==> src/rtl/prog_loader_pkg.sv <==
// Shared constants for the boot-time program loader: FSM encoding and
// instruction-memory address limits.
package prog_loader_pkg;

    typedef enum logic [2:0] {
        IDLE = 3'd0,
        LEN  = 3'd1,
        LOAD = 3'd2,
        CHK  = 3'd3,
        DONE = 3'd4,
        ERR  = 3'd5
    } loadState;

    // Address 0xFF is the processor halt vector; a maximal image ends at 0xFE.
    localparam logic [7:0] HALT_ADDR = 8'hFF;
    localparam logic [7:0] LEN_MAX   = 8'd255;

endpackage

==> src/rtl/prog_loader_if.sv <==
// Byte-stream input handshake plus instruction-memory write port of the loader.
interface prog_loader_if #(
    parameter int IM_ADDR_W_m1 = 7,
    parameter int IM_DATA_W_m1 = 7
);
    logic                    in_valid;
    logic [7:0]              in_data;
    logic                    in_ready;
    logic                    im_we;
    logic [IM_ADDR_W_m1:0]   im_addr;
    logic [IM_DATA_W_m1:0]   im_wdata;

    modport master (
        output in_valid, in_data,
        input  in_ready, im_we, im_addr, im_wdata
    );

    modport slave (
        input  in_valid, in_data,
        output in_ready, im_we, im_addr, im_wdata
    );
endinterface

==> src/rtl/prog_loader_byte_csum.sv <==
// 8-bit XOR accumulator; clear has priority over accumulate.
module byte_csum (
    input  logic       clk,
    input  logic       rst,
    input  logic       clr,
    input  logic       en,
    input  logic [7:0] din,
    output logic [7:0] acc
);
    always_ff @(posedge clk or posedge rst) begin
        if (rst)      acc <= 8'h00;
        else if (clr) acc <= 8'h00;
        else if (en)  acc <= acc ^ din;
    end
endmodule

==> src/rtl/prog_loader.sv <==
// Loads a framed (length, bytes, XOR checksum) image into instruction memory
// and keeps the processor held until a checksum-valid image is in place.
module prog_loader
    import prog_loader_pkg::*;
#(
    parameter int IM_ADDR_W_m1 = 7,
    parameter int IM_DATA_W_m1 = 7
) (
    input  logic           clk,
    input  logic           rst,
    input  logic           start,
    prog_loader_if.slave   bus,
    output logic           cpu_hold,
    output logic           done,
    output logic           err,
    output logic [7:0]     count
);
    localparam int ADDR_W = IM_ADDR_W_m1 + 1;
    localparam int DATA_W = IM_DATA_W_m1 + 1;

    loadState            state, nextState;
    logic [7:0]          len;
    logic [7:0]          csum;
    logic                inReady;
    logic                lenXfer, loadXfer, chkXfer, restart;
    logic                csumOk;
    logic                imWe;
    logic [ADDR_W-1:0]   imAddr;
    logic [DATA_W-1:0]   imWdata;

    assign csumOk       = (bus.in_data == csum);
    assign bus.in_ready = inReady;
    assign bus.im_we    = imWe;
    assign bus.im_addr  = imAddr;
    assign bus.im_wdata = imWdata;

    byte_csum uCsum (
        .clk (clk),
        .rst (rst),
        .clr (lenXfer),
        .en  (loadXfer),
        .din (bus.in_data),
        .acc (csum)
    );

    always_ff @(posedge clk or posedge rst) begin
        if (rst) state <= IDLE;
        else     state <= nextState;
    end

    // start is only honoured in states where in_ready is low, so it can never
    // collide with a byte transfer.
    always_comb begin
        nextState = state;
        inReady   = 1'b0;
        lenXfer   = 1'b0;
        loadXfer  = 1'b0;
        chkXfer   = 1'b0;
        restart   = 1'b0;
        case (state)
            IDLE, DONE, ERR: begin
                if (start) begin
                    restart   = 1'b1;
                    nextState = LEN;
                end
            end
            LEN: begin
                inReady = 1'b1;
                if (bus.in_valid) begin
                    lenXfer   = 1'b1;
                    nextState = (bus.in_data == 8'd0) ? CHK : LOAD;
                end
            end
            LOAD: begin
                inReady = 1'b1;
                if (bus.in_valid) begin
                    loadXfer = 1'b1;
                    if ((count + 8'd1) == len) nextState = CHK;
                end
            end
            CHK: begin
                inReady = 1'b1;
                if (bus.in_valid) begin
                    chkXfer   = 1'b1;
                    nextState = csumOk ? DONE : ERR;
                end
            end
            default: nextState = IDLE;
        endcase
    end

    always_ff @(posedge clk or posedge rst) begin
        if (rst) begin
            len      <= 8'd0;
            count    <= 8'd0;
            imWe     <= 1'b0;
            imAddr   <= '0;
            imWdata  <= '0;
            cpu_hold <= 1'b1;
            done     <= 1'b0;
            err      <= 1'b0;
        end else begin
            imWe <= 1'b0;
            if (restart) begin
                count    <= 8'd0;
                cpu_hold <= 1'b1;
                done     <= 1'b0;
                err      <= 1'b0;
            end
            if (lenXfer) begin
                len   <= bus.in_data;
                count <= 8'd0;
            end
            // Write register: address/data hold their last value across stalls.
            if (loadXfer) begin
                imWe    <= 1'b1;
                imAddr  <= ADDR_W'(count);
                imWdata <= DATA_W'(bus.in_data);
                count   <= count + 8'd1;
            end
            if (chkXfer) begin
                done     <= csumOk;
                err      <= ~csumOk;
                cpu_hold <= ~csumOk;
            end
        end
    end
endmodule

==> src/flat_wrapper.sv <==
// flat-port wrapper written by rule: the top's interface ports become plain ports
module prog_loader_flat import prog_loader_pkg::*;
#(
    parameter int IM_ADDR_W_m1 = 7,
    parameter int IM_DATA_W_m1 = 7
)
  (clk, rst, start, cpu_hold, done, err, count, bus_in_valid, bus_in_data, bus_in_ready, bus_im_we, bus_im_addr, bus_im_wdata);
  prog_loader_if #(.IM_ADDR_W_m1(IM_ADDR_W_m1), .IM_DATA_W_m1(IM_DATA_W_m1)) bus_i ();
  input  logic clk;
  input  logic rst;
  input  logic start;
  output logic cpu_hold;
  output logic done;
  output logic err;
  output logic [7:0] count;
  input wire logic [$bits(bus_i.in_valid)-1:0] bus_in_valid;
  input wire logic [$bits(bus_i.in_data)-1:0] bus_in_data;
  output wire logic [$bits(bus_i.in_ready)-1:0] bus_in_ready;
  output wire logic [$bits(bus_i.im_we)-1:0] bus_im_we;
  output wire logic [$bits(bus_i.im_addr)-1:0] bus_im_addr;
  output wire logic [$bits(bus_i.im_wdata)-1:0] bus_im_wdata;
  assign bus_i.in_valid = bus_in_valid;
  assign bus_i.in_data = bus_in_data;
  assign bus_in_ready = bus_i.in_ready;
  assign bus_im_we = bus_i.im_we;
  assign bus_im_addr = bus_i.im_addr;
  assign bus_im_wdata = bus_i.im_wdata;
  prog_loader #(.IM_ADDR_W_m1(IM_ADDR_W_m1), .IM_DATA_W_m1(IM_DATA_W_m1)) u_core (.clk(clk), .rst(rst), .start(start), .bus(bus_i), .cpu_hold(cpu_hold), .done(done), .err(err), .count(count));
endmodule
==> config.mk <==
export PLATFORM = sky130hd
export DESIGN_NAME = prog_loader_flat
export DESIGN_NICKNAME = d
export VERILOG_FILES = /design/src/rtl/prog_loader_pkg.sv /design/src/rtl/prog_loader_if.sv /design/src/rtl/prog_loader_byte_csum.sv /design/src/rtl/prog_loader.sv /design/src/flat_wrapper.sv
export SDC_FILE = /design/constraint.sdc
export NUM_CORES = 1
export LEC_CHECK = 0
export CAP_MARGIN = 10
export CORE_ASPECT_RATIO = 0.7
export CORE_UTILIZATION = 56
export DETAILED_ROUTE_END_ITERATION = 10
export PLACE_DENSITY = 0.88
export SYNTH_ARGS = -nofsm -noshare
export SYNTH_HDL_FRONTEND = slang
export SYNTH_SLANG_ARGS = --single-unit
==> constraint.sdc <==
create_clock -name clk -period 3.4 [get_ports clk]
set_input_delay 0.85 -clock clk [delete_from_list [all_inputs] [get_ports clk]]
set_output_delay 0.85 -clock clk [all_outputs]
set_load 0.03 [all_outputs]
== Word level (Yosys, flattened, before mapping) ==
Index checks and enable logic that the tools add are counted.

* Register bits after elaboration: 47
* Input port bits: 12
* Output and inout bits: 29
* Logic and storage cells: 59

* $add $sub $neg: 1
* Equal/unequal tests: 12
* Mux-type cells: 26
* Bitwise operators: 2
* Reductions and logical operators: 8

{| class="wikitable"
|+ Operators with widths
! cell !! count
|-
| $mux W8 || 5
|-
| $eq A8 B8 Y1 || 2
|-
| $mux W1 || 15
|-
| $mux W3 || 5
|-
| $pmux W3 S4 || 1
|-
| $add A8 B1 Y8 const B || 1
|-
| $logic_not A8 Y1 || 1
|-
| $ne A2 B2 Y1 const B || 4
|-
| $xor A8 B8 Y8 || 1
|-
| $eq A3 B2 Y1 const B || 2
|-
| $eq A3 B3 Y1 const B || 2
|-
| $reduce_or A3 Y1 || 2
|-
| $reduce_and A5 Y1 || 1
|-
| $reduce_bool A2 Y1 || 2
|-
| $eq A3 B1 Y1 const B || 1
|-
| $logic_not A3 Y1 || 1
|-
| $reduce_bool A3 Y1 || 1
|-
| $ne A2 B1 Y1 const B || 1
|-
| $not A1 Y1 || 1
|}

== Logic depth before layout (Yosys ltp) ==
Gate-level depths: netlist (run 1).

* Depth in word-level cells: 6
* Gate-level depth with buffers: 8
* Depth with buffers taken out: 6

== Cells and area by module ==
From an unflattened synthesis (run 1), not the netlist that was laid out.

* Cells, all modules: 253
* Area, all modules: 2,446.1 um2

{| class="wikitable"
|+ By module, submodules not included
! module !! instances !! cells each !! area each (um2)
|-
| prog_loader || 1 || 217 || 2,035.7
|-
| byte_csum || 1 || 36 || 410.4
|}

== Worst setup path after synthesis (run 1) ==
No wires, ideal clock.

* Kind: reg2out
* Start: reg u_core.state[1]
* End: out bus_in_ready
* Arrival: 1.084 ns
* Data required time: 2.550 ns
* Slack: 1.466 ns
* Stages on the path, launching flop included: 4
* Cell sequence: dfrtp_1 buf_2 nor2_1 nor2_1

* Word-level cells in the longest chain between the ends: 3
* Elaborated cells on any way between the ends: 5
* Those cells by class: eq/ne (3); mux (1); reduce/logical (1)

{| class="wikitable"
|+ RTL lines
! what !! RTL line !! source
|-
| start, declared || prog_loader.sv:21 || <nowiki>loadState state, nextState;</nowiki>
|-
| start signal, assigned || prog_loader.sv:48 || <nowiki>else state <= nextState;</nowiki>
|-
| $eq A3 B1 Y1 / $eq A3 B2 Y1 (equally long branches) || prog_loader.sv:60 || <nowiki>case (state)</nowiki>
|-
| $reduce_or A3 Y1 (no source line) (*) || n/a ||
|-
| $mux W1 (*) || prog_loader.sv:60 ||
|-
| end, declared || flat_wrapper.sv:18 || <nowiki>output wire logic [$bits(bus_i.in_ready)-1:0] bus_in_ready;</nowiki>
|}

Mark *: on every way between the ends. The rest lies on a longest branch, timed or not.

== Worst setup path after layout (run 1) ==
Ends and elaborated chain as after synthesis.

==> flow_metrics.env, run 1 <==
export IMPL_drtIter0Drc=126
export IMPL_syn_instance_count=232
export IMPL_insertion_delay_ps=300
export IMPL_grt_pass1_wl_um=8330
export IMPL_holdBufCountCts=0
export IMPL_relSlewSlack=0.377
export IMPL_worst_setup_path_type="reg -> out"
export IMPL_drive_above_1_share=0.0818
export IMPL_synth_edff_count=0
export IMPL_powerDensity_mw_per_mm2=747
export IMPL_initial_utilization=0.588
export IMPL_p_leak_uw=0.00124
export IMPL_startpoint_type="flop"
export IMPL_max_stage_delay_ps=680
export IMPL_wl_per_cell_um=14.6
export IMPL_numCtsBuffers=5
export IMPL_drt_wl_total_um=4700
export IMPL_dieHeight_um=55.7
export IMPL_drc_errors=0
export IMPL_seq_area_frac_synth=0.511
export IMPL_ys_warn_count=0
export IMPL_grt_max_degree=48
export IMPL_drt_vias_per_instance=5.50
export IMPL_ff2ff_setup_slack_ps=1610
export IMPL_clock_sinks=47
export IMPL_hold_viol=0
export IMPL_ff2ff_path_depth=6
export IMPL_regToRegEndpoint="u_core.state[0]$_DFFE_PP0P_"
export IMPL_port_buffers=40
export IMPL_crit_fanout=15
export IMPL_gp_congestion=0.837
export IMPL_yosys_area_share_simple=0.198
export IMPL_cts_tree="built"
export IMPL_status="complete, no violations"
export IMPL_syn_area_mm2=0.00230
export IMPL_period_needed_ps=2680
export IMPL_cpMaxStageDelayCell="dfrtp_1"
export IMPL_ys_flop_type="dfrtp_1"
export IMPL_worstMarginPinSlew_ps=932
export IMPL_place_hpwl_um=3180
export IMPL_avgSynthCellArea_um2=9.93
export IMPL_synth_nets=245
export IMPL_netlist_cell_type_count=44
export IMPL_die_w_um=78.7
export IMPL_h_tree_depth=2
export IMPL_startpoint="u_core.state[1]$_DFFE_PP0P_"
export IMPL_vias=1766
export IMPL_rows=19
export IMPL_final_setup_tns_ps=0
export IMPL_die_area_mm2=0.00438
export IMPL_clock_root_buffer="clkbuf_8"
export IMPL_finClkSkew_ps=3.92
export IMPL_ir_drop_mv=0.516
export IMPL_finalNetCount=281
export IMPL_crit_cells=3
export IMPL_groute_usage_overall=0.246
export IMPL_cts_resized=0
export IMPL_synth_async_reset_ratio=1.00
export IMPL_antenna_found_initial=0
export IMPL_critPathCapture="bus_in_ready"
export IMPL_cts_max_path_buffers=2
export IMPL_cpMostUsedCell="nor2_1"
export IMPL_clk_pin_slew_ps=80
export IMPL_synth_top_family_by_area="simple AND/OR/NAND/NOR gates"
export IMPL_reg2reg_from="u_core.count[0]$_DFFE_PP0P_"
export IMPL_grt_pass1_vias=1743
export IMPL_maxCapViolCount=0
export IMPL_ys_ff_latch=47
export IMPL_crit_chain="nor2_1, nor2_1, clkdlybuf4s50_1"
export IMPL_ant_nets=0
export IMPL_synth_mux_area_frac=0.0391
export IMPL_setup_viol=0
export IMPL_antenna_cells=0
export IMPL_timing_fmax_mhz=373
export IMPL_synth_xor_area_share=0.124
export IMPL_synth_adder_area_share=0.00543
export IMPL_rsz0062_at_grt="no"
export IMPL_post_cts_buffers=0
export IMPL_drv_slew=0
export IMPL_ioPinCount=41
export IMPL_endpoint_kind="output pin"
export IMPL_crit_buf_inv=1
export IMPL_core_area_mm2=0.00392
export IMPL_totalPowerFinal_uw=2080
export IMPL_areaGrowthSynthToFinish_pct=20.6
export IMPL_synth_compound_area_frac=0.0836
export IMPL_hp_class="reg -> reg"
export IMPL_required_ps=2550
export IMPL_crit_family="flip-flops"
export IMPL_dr_pass1_iters=4
export IMPL_grt_overflow_total=0
export IMPL_worstPathArrival_ps=1830
export IMPL_fin_crit_sh=0.789
cells in the mapped netlist, types with 4 or more instances:
library cell   n  share of area
dfrtp_1       46           0.50
mux2_2         6          0.029
o21ai_0        8          0.017
nor2_1        17          0.028
a21oi_1        6          0.013
buf_2          6          0.013
nand2_1       59          0.096
xor2_1        14          0.053
xnor2_1       15          0.057
nand3_1        4         0.0087
how the worst min path moves through the flow:
stage	start	end	slack, ps	depth (start not counted)
final	u_core.bus.im_addr[2]$_DFFE_PP0P_	u_core.bus.im_addr[2]$_DFFE_PP0P_	480	2
after global routing	u_core.bus.im_addr[2]$_DFFE_PP0P_	u_core.bus.im_addr[2]$_DFFE_PP0P_	500	2
after CTS	u_core.bus.im_addr[2]$_DFFE_PP0P_	u_core.bus.im_addr[2]$_DFFE_PP0P_	480	2
after detailed placement	u_core.bus.im_wdata[7]$_DFFE_PP0P_	u_core.bus.im_wdata[7]$_DFFE_PP0P_	460	2
after global placement	u_core.bus.im_addr[7]$_DFFE_PP0P_	u_core.bus.im_addr[7]$_DFFE_PP0P_	460	2
after floorplan	u_core.len[1]$_DFFE_PP0P_	u_core.len[1]$_DFFE_PP0P_	480	1
routing by layer:
layer / routed length, um / vias up / GRT usage
li1: - / 834 / -
met1: 2190 / 855 / 0.359
met2: 2130 / 70 / 0.366
met3: 338 / 7 / 0.0574
met4: 46 / 0 / 0.0767
met5: 0 / - / 0
state kept, by name, summed over array words and instances, names as in the netlist:
name and flops:
u_core.uCsum.acc 8, u_core.len 8, u_core.count 8, u_core.err 1, u_core.bus.im_addr 8, u_core.cpu_hold 1, u_core.bus.im_wdata 8, u_core.state 3
u_core.bus.im_we 1, u_core.done 1
cell families after synthesis:
| logic type | after synthesis |
|---|---|
| compound gates | 30 |
| xor+xnor | 31 |
| fa+ha+maj | 1 |
| buf+inv | 15 |
| flops | 47 |
| mux | 8 |
| simple gates | 100 |
area by class of cell:
cell class,instances,area [um2]
clock buffers,7,76.3
fillers,291,1140
flip-flops and latches,47,1180
clock inverters,1,5.00
inverters,3,11.3
repair buffers,41,408
well taps,52,65.1
multi-input cells,170,1040
metrics by stage:
stage | hold WS, ps | area [um2] | setup WS [ps] | util | std cells
CTS | 485 | 2780 | 712 | 0.709 | 321
detailed placement | 463 | 2700 | 873 | 0.688 | 313
global placement | 461 | 2700 | 896 | 0.688 | 313
floorplan | 479 | 2300 | 1440 | - | 232
finish | 477 | 2780 | 716 | 0.709 | 321
global route | 502 | 2780 | 619 | 0.709 | 321
cell usage in the layout (no fill, tap or decap), types with 2 or more instances in the layout:
cell type	instances
nor4_1	3
nand2_1	59
dfrtp_1	46
o21ai_1	3
nand4_1	2
inv_2	2
and3b_1	2
o31ai_1	2
nand2b_1	2
a22o_1	2
nor2b_1	3
a21oi_1	6
nor2_1	17
o21bai_1	2
xor2_2	2
xnor2_1	15
clkbuf_1	2
nand3_1	4
mux2_2	6
xor2_1	14
clkbuf_8	5
mux2_1	2
o21ai_0	8
clkdlybuf4s50_1	40
report_power, final:
group / switching (uW) / internal (uW) / total [uW]
Sequential: 170 / 720 / 891
Clock: 179 / 145 / 324
Combinational: 479 / 384 / 863
tightest hold or removal path, cell delays in order, from the launching register on:
cell and delay [ps]:
dfrtp_1 350, nand2_1 50, nand2_1 50
Note: power is estimated with default switching activity, not from simulation.
==> run 2, diff against run 1 <==
--- a/config.mk
+++ b/config.mk
@@ -7,9 +7,9 @@
 export LEC_CHECK = 0
 export CAP_MARGIN = 10
 export CORE_ASPECT_RATIO = 0.7
-export CORE_UTILIZATION = 56
+export CORE_UTILIZATION = 52
 export DETAILED_ROUTE_END_ITERATION = 10
-export PLACE_DENSITY = 0.88
+export PLACE_DENSITY = 0.83
 export SYNTH_ARGS = -nofsm -noshare
 export SYNTH_HDL_FRONTEND = slang
 export SYNTH_SLANG_ARGS = --single-unit
==> constraint.sdc (replaced) <==
create_clock -name clk -period 2.52 [get_ports clk]
set_input_delay 0.63 -clock clk [delete_from_list [all_inputs] [get_ports clk]]
set_output_delay 0.63 -clock clk [all_outputs]
set_load 0.03 [all_outputs]
==> flow_metrics.env, run 2 (same netlist as run 1, synthesis figures left out) <==
export IMPL_status="complete, no violations"
export IMPL_final_common_cell="nand2_1"
export IMPL_ir_drop_mv=0.630
export IMPL_drtIter0Drc=117
export IMPL_drt_wl_total_um=4650
export IMPL_hp_class="reg -> reg"
export IMPL_rows=19
export IMPL_cts_tree="built"
export IMPL_finalNetCount=283
export IMPL_initial_utilization=0.564
export IMPL_dr_pass1_iters=5
export IMPL_groute_usage_overall=0.224
export IMPL_clock_sinks=47
export IMPL_holdBufCountCts=0
export IMPL_relSlewSlack=0.715
export IMPL_drv_slew=0
export IMPL_cpMostUsedCell="nor2_1"
export IMPL_p_leak_uw=0.00125
export IMPL_whs_endpoint="u_core.bus.im_addr[2]$_DFFE_PP0P_"
export IMPL_rsz0062_at_grt="no"
export IMPL_final_setup_tns_ps=0
export IMPL_wl_per_cell_um=14.4
export IMPL_grt_pass1_wl_um=7930
export IMPL_areaGrowthSynthToFinish_pct=22.0
export IMPL_h_tree_depth=2
export IMPL_post_cts_buffers=0
export IMPL_startpoint="u_core.state[0]$_DFFE_PP0P_"
export IMPL_die_w_um=81.6
export IMPL_hold_ws_ps=482
export IMPL_clk_pin_slew_ps=90
export IMPL_powerDensity_mw_per_mm2=1000
export IMPL_cts_resized=0
export IMPL_grt_pass1_vias=1656
export IMPL_nFillCells=340
export IMPL_fin_crit_sh=0.898
export IMPL_required_ps=1890
export IMPL_reg2reg_from="u_core.count[0]$_DFFE_PP0P_"
export IMPL_ant_nets=0
export IMPL_drive_above_1_share=0.0923
export IMPL_ff2ff_path_depth=6
export IMPL_placed_area_mm2=0.00273
export IMPL_grt_overflow_total=0
export IMPL_cts_max_path_buffers=2
export IMPL_startpoint_type="flop"
export IMPL_drc_errors=0
export IMPL_cpMaxStageDelayCell="clkdlybuf4s50_1"
export IMPL_maxCapViolCount=0
export IMPL_die_area_mm2=0.00471
export IMPL_worst_setup_path_type="reg -> out"
export IMPL_grt_max_degree=48
export IMPL_crit_fanout=8
export IMPL_drt_vias_per_instance=5.38
export IMPL_finClkSkew_ps=5.71
export IMPL_max_stage_delay_ps=670
export IMPL_place_ws_ps=242
export IMPL_regToRegEndpoint="u_core.state[0]$_DFFE_PP0P_"
export IMPL_port_buffers=40
export IMPL_dieHeight_um=57.7
export IMPL_min_delay_path_depth=2
export IMPL_numCtsBuffers=5
export IMPL_hold_viol=0
export IMPL_crit_chain="nor2_1, nor2_1, clkdlybuf4s50_1"
export IMPL_min_from="u_core.bus.im_addr[2]$_DFFE_PP0P_"
export IMPL_core_area_mm2=0.00409
export IMPL_clock_root_buffer="clkbuf_8"
export IMPL_fin_area_mm2=0.00281
export IMPL_final_cell_mix="59 x nand2_1, 46 x dfrtp_1, 40 x clkdlybuf4s50_1, 17 x nor2_1, 15 x xnor2_1"
export IMPL_worstPathArrival_ps=1630
export IMPL_antenna_cells=0
export IMPL_period_needed_ps=2260
export IMPL_place_hpwl_um=3260
export IMPL_setup_viol=0
export IMPL_endpoint_kind="output pin"
export IMPL_fin_ws_ps=257
export IMPL_ff2ff_setup_slack_ps=700
export IMPL_insertion_delay_ps=300
export IMPL_antenna_found_initial=0
export IMPL_vias=1738
export IMPL_worstMarginPinSlew_ps=427
export IMPL_ioPinCount=41
export IMPL_timing_fmax_mhz=442
export IMPL_gp_congestion=0.783
-- run 2: cell types whose count changed in the layout (fill, tap and decap cells not counted), sizes merged --
cell | before | now
clkbuf | 7 | 6
clkinvlp | 0 | 1
buf | 1 | 3
-- run 2: worst max-delay path: cells and delay by family, from the launching register on --
kind,cells,cell delay [ps]
flip-flops,1,490
buffers and inverters,1,670
AND/OR/NAND/NOR,2,170
-- run 2: how the worst max path moves through the flow --
| stage | endpoint | slack, ps | cells past startpoint |
|---|---|---|---|
| floorplan | u_core.bus.im_addr[0]$_DFFE_PP0P_ | 780 | 1 |
| global placement | u_core.len[6]$_DFFE_PP0P_ | 280 | 4 |
| detailed placement | u_core.len[2]$_DFFE_PP0P_ | 240 | 4 |
| CTS | bus_in_ready | 250 | 3 |
| global route | bus_in_ready | 170 | 3 |
| finish | bus_in_ready | 260 | 3 |
-- run 2: routing by layer --
| layer | up-vias | track usage | part of all wire |
|---|---|---|---|
| li1 | 841 | - | - |
| met1 | 848 | 0.337 | 0.51 |
| met3 | 4 | 0.0598 | 0.047 |
| met4 | 0 | 0.0426 | 0.0045 |
| met5 | - | 0 | 0 |
| met2 | 45 | 0.329 | 0.44 |
-- run 2: area by class of cell --
class,instances,area (um2),area share
repair buffers,43,435,0.155
flip-flops and latches,47,1180,0.419
inverters,3,11.3,0.00401
clock inverters,2,12.5,0.00445
well taps,52,65.1,0.0231
multi-input cells,170,1040,0.369
clock buffers,6,72.6,0.0258
-- run 2: power by group --
part           total, uW  switching, uW  internal [uW]
clock                442            248            194
sequential          1170            194            972
combinational       1210            674            531
-- run 2: per-stage QoR --
| step | util | power (uW) | std cells |
|---|---|---|---|
| 6_report | 0.688 | 2810 | 323 |
| 5_1_grt | 0.688 | 3000 | 323 |
| 4_1_cts | 0.688 | 2830 | 323 |
| 3_5_place_dp | 0.667 | 2390 | 315 |
| 3_3_place_gp | 0.667 | 2340 | 315 |
| 2_1_floorplan | - | 2000 | 232 |
==> run 3, diff against run 2 <==
--- a/config.mk
+++ b/config.mk
@@ -7,9 +7,9 @@
 export LEC_CHECK = 0
 export CAP_MARGIN = 10
 export CORE_ASPECT_RATIO = 0.7
-export CORE_UTILIZATION = 52
+export CORE_UTILIZATION = 35
 export DETAILED_ROUTE_END_ITERATION = 10
-export PLACE_DENSITY = 0.83
+export PLACE_DENSITY = 0.61
 export SYNTH_ARGS = -nofsm -noshare
 export SYNTH_HDL_FRONTEND = slang
 export SYNTH_SLANG_ARGS = --single-unit
==> flow_metrics.env, run 3 (same netlist as run 1, synthesis figures left out) <==
export IMPL_status="complete, no violations"
export IMPL_h_tree_depth=2
export IMPL_timing_fmax_mhz=444
export IMPL_areaGrowthSynthToFinish_pct=25.6
export IMPL_min_from="u_core.bus.im_addr[4]$_DFFE_PP0P_"
export IMPL_endpoint_kind="output pin"
export IMPL_ioPinCount=41
export IMPL_worst_setup_path_type="reg -> out"
export IMPL_internal_power_uw=1810
export IMPL_post_cts_buffers=0
export IMPL_hold_ws_ps=481
export IMPL_period_needed_ps=2250
export IMPL_hp_class="reg -> reg"
export IMPL_crit_fanout=8
export IMPL_clock_power_share=0.192
export IMPL_place_hpwl_um=3460
export IMPL_p_comb_frac=0.412
export IMPL_drc_errors=0
export IMPL_cts_resized=0
export IMPL_vias=1695
export IMPL_final_cell_mix="59 x nand2_1, 46 x dfrtp_1, 40 x clkdlybuf4s50_1, 17 x nor2_1, 15 x xnor2_1"
export IMPL_initial_utilization=0.365
export IMPL_grt_overflow_total=0
export IMPL_clock_root_buffer="clkbuf_8"
export IMPL_rows=24
export IMPL_min_delay_path_depth=2
export IMPL_grt_pass1_vias=1665
export IMPL_final_setup_tns_ps=0
export IMPL_maxCapViolCount=0
export IMPL_whs_endpoint="u_core.bus.im_addr[4]$_DFFE_PP0P_"
export IMPL_cts_tree="built"
export IMPL_drive_above_1_share=0.106
export IMPL_place_ws_ps=304
export IMPL_dieHeight_um=69.9
export IMPL_die_area_mm2=0.00692
export IMPL_startpoint_type="flop"
export IMPL_relSlewSlack=0.654
export IMPL_clk_pin_slew_ps=90
export IMPL_finalNetCount=286
export IMPL_crit_buf_inv=1
export IMPL_placed_area_mm2=0.00278
export IMPL_required_ps=1890
export IMPL_crit_chain="clkdlybuf4s50_1"
export IMPL_wl_per_cell_um=14.0
export IMPL_regToRegEndpoint="u_core.state[0]$_DFFE_PP0P_"
export IMPL_numCtsBuffers=5
export IMPL_rsz0062_at_grt="no"
export IMPL_ff2ff_path_depth=6
export IMPL_seqPwrFrac=0.396
export IMPL_fin_crit_sh=0.893
export IMPL_drv_slew=0
export IMPL_powerDensity_mw_per_mm2=1010
export IMPL_setup_viol=0
export IMPL_p_switching_uw=1120
export IMPL_ff2ff_setup_slack_ps=760
export IMPL_port_buffers=40
export IMPL_holdBufCountCts=0
export IMPL_final_common_cell="nand2_1"
export IMPL_groute_usage_overall=0.159
export IMPL_cpMaxStageDelayCell="clkdlybuf4s50_1"
export IMPL_dr_pass1_iters=4
export IMPL_drtIter0Drc=75
export IMPL_die_w_um=99.0
export IMPL_switching_share=0.383
export IMPL_fin_ws_ps=269
export IMPL_crit_family="buffers and inverters"
export IMPL_cts_max_path_buffers=2
export IMPL_ant_nets=0
export IMPL_max_stage_delay_ps=740
export IMPL_gp_congestion=0.808
export IMPL_worstPathArrival_ps=1620
export IMPL_antenna_found_initial=0
export IMPL_grt_pass1_wl_um=8490
export IMPL_p_leak_uw=0.00129
export IMPL_antenna_cells=0
export IMPL_core_area_mm2=0.00631
export IMPL_finClkSkew_ps=3.66
export IMPL_fin_area_mm2=0.00289
export IMPL_totalPowerFinal_uw=2930
export IMPL_reg2reg_from="u_core.count[0]$_DFFE_PP0P_"
export IMPL_grt_max_degree=27
export IMPL_drt_wl_total_um=4920
export IMPL_worstMarginPinSlew_ps=518
export IMPL_hold_viol=0
export IMPL_insertion_delay_ps=300
export IMPL_drt_vias_per_instance=4.82
export IMPL_ir_drop_mv=0.499
export IMPL_clock_sinks=47
run 3: through the flow:
stage / cells / util
after global placement: 344 / 0.441
after floorplan: 232 / -
after detailed placement: 344 / 0.441
after CTS: 352 / 0.459
after global routing: 352 / 0.459
final: 352 / 0.459
run 3: how the worst max path moves through the flow:
stage / startpoint / cells after the start / slack, ps / endpoint
after floorplan: rst / 1 / 780 / u_core.bus.im_addr[0]$_DFFE_PP0P_
after global placement: bus_in_valid / 4 / 310 / u_core.len[5]$_DFFE_PP0P_
after detailed placement: bus_in_valid / 4 / 300 / u_core.len[5]$_DFFE_PP0P_
after CTS: u_core.count[3]$_DFFE_PP0P_ / 1 / 270 / count[3]
after global routing: u_core.state[0]$_DFFE_PP0P_ / 3 / 190 / bus_in_ready
final: u_core.count[3]$_DFFE_PP0P_ / 1 / 270 / count[3]
run 3: cell type report:
type,count,area (um2)
well taps,78,97.6
flip-flops and latches,47,1180
multi-input cells,170,1040
repair buffers,46,458
clock inverters,3,43.8
inverters,3,11.3
fillers,619,3410
clock buffers,5,68.8
run 3: power by group through the flow:
stage	clock network [uW]	logic (uW)	registers, uW
after floorplan	0	692	1310
after detailed placement	0	1220	1180
after global placement	0	1200	1180
after CTS	575	1220	1170
after global routing	610	1320	1190
final	563	1210	1160
run 3: layer usage:
| metal | track usage | part of all wire | up-vias | wire (um) |
|---|---|---|---|---|
| li1 | - | - | 847 | - |
| met5 | 0 | 0 | - | 0 |
| met1 | 0.252 | 0.55 | 808 | 2700 |
| met3 | 0.0350 | 0.043 | 7 | 212 |
| met4 | 0.0448 | 0.012 | 0 | 58 |
| met2 | 0.212 | 0.40 | 33 | 1950 |
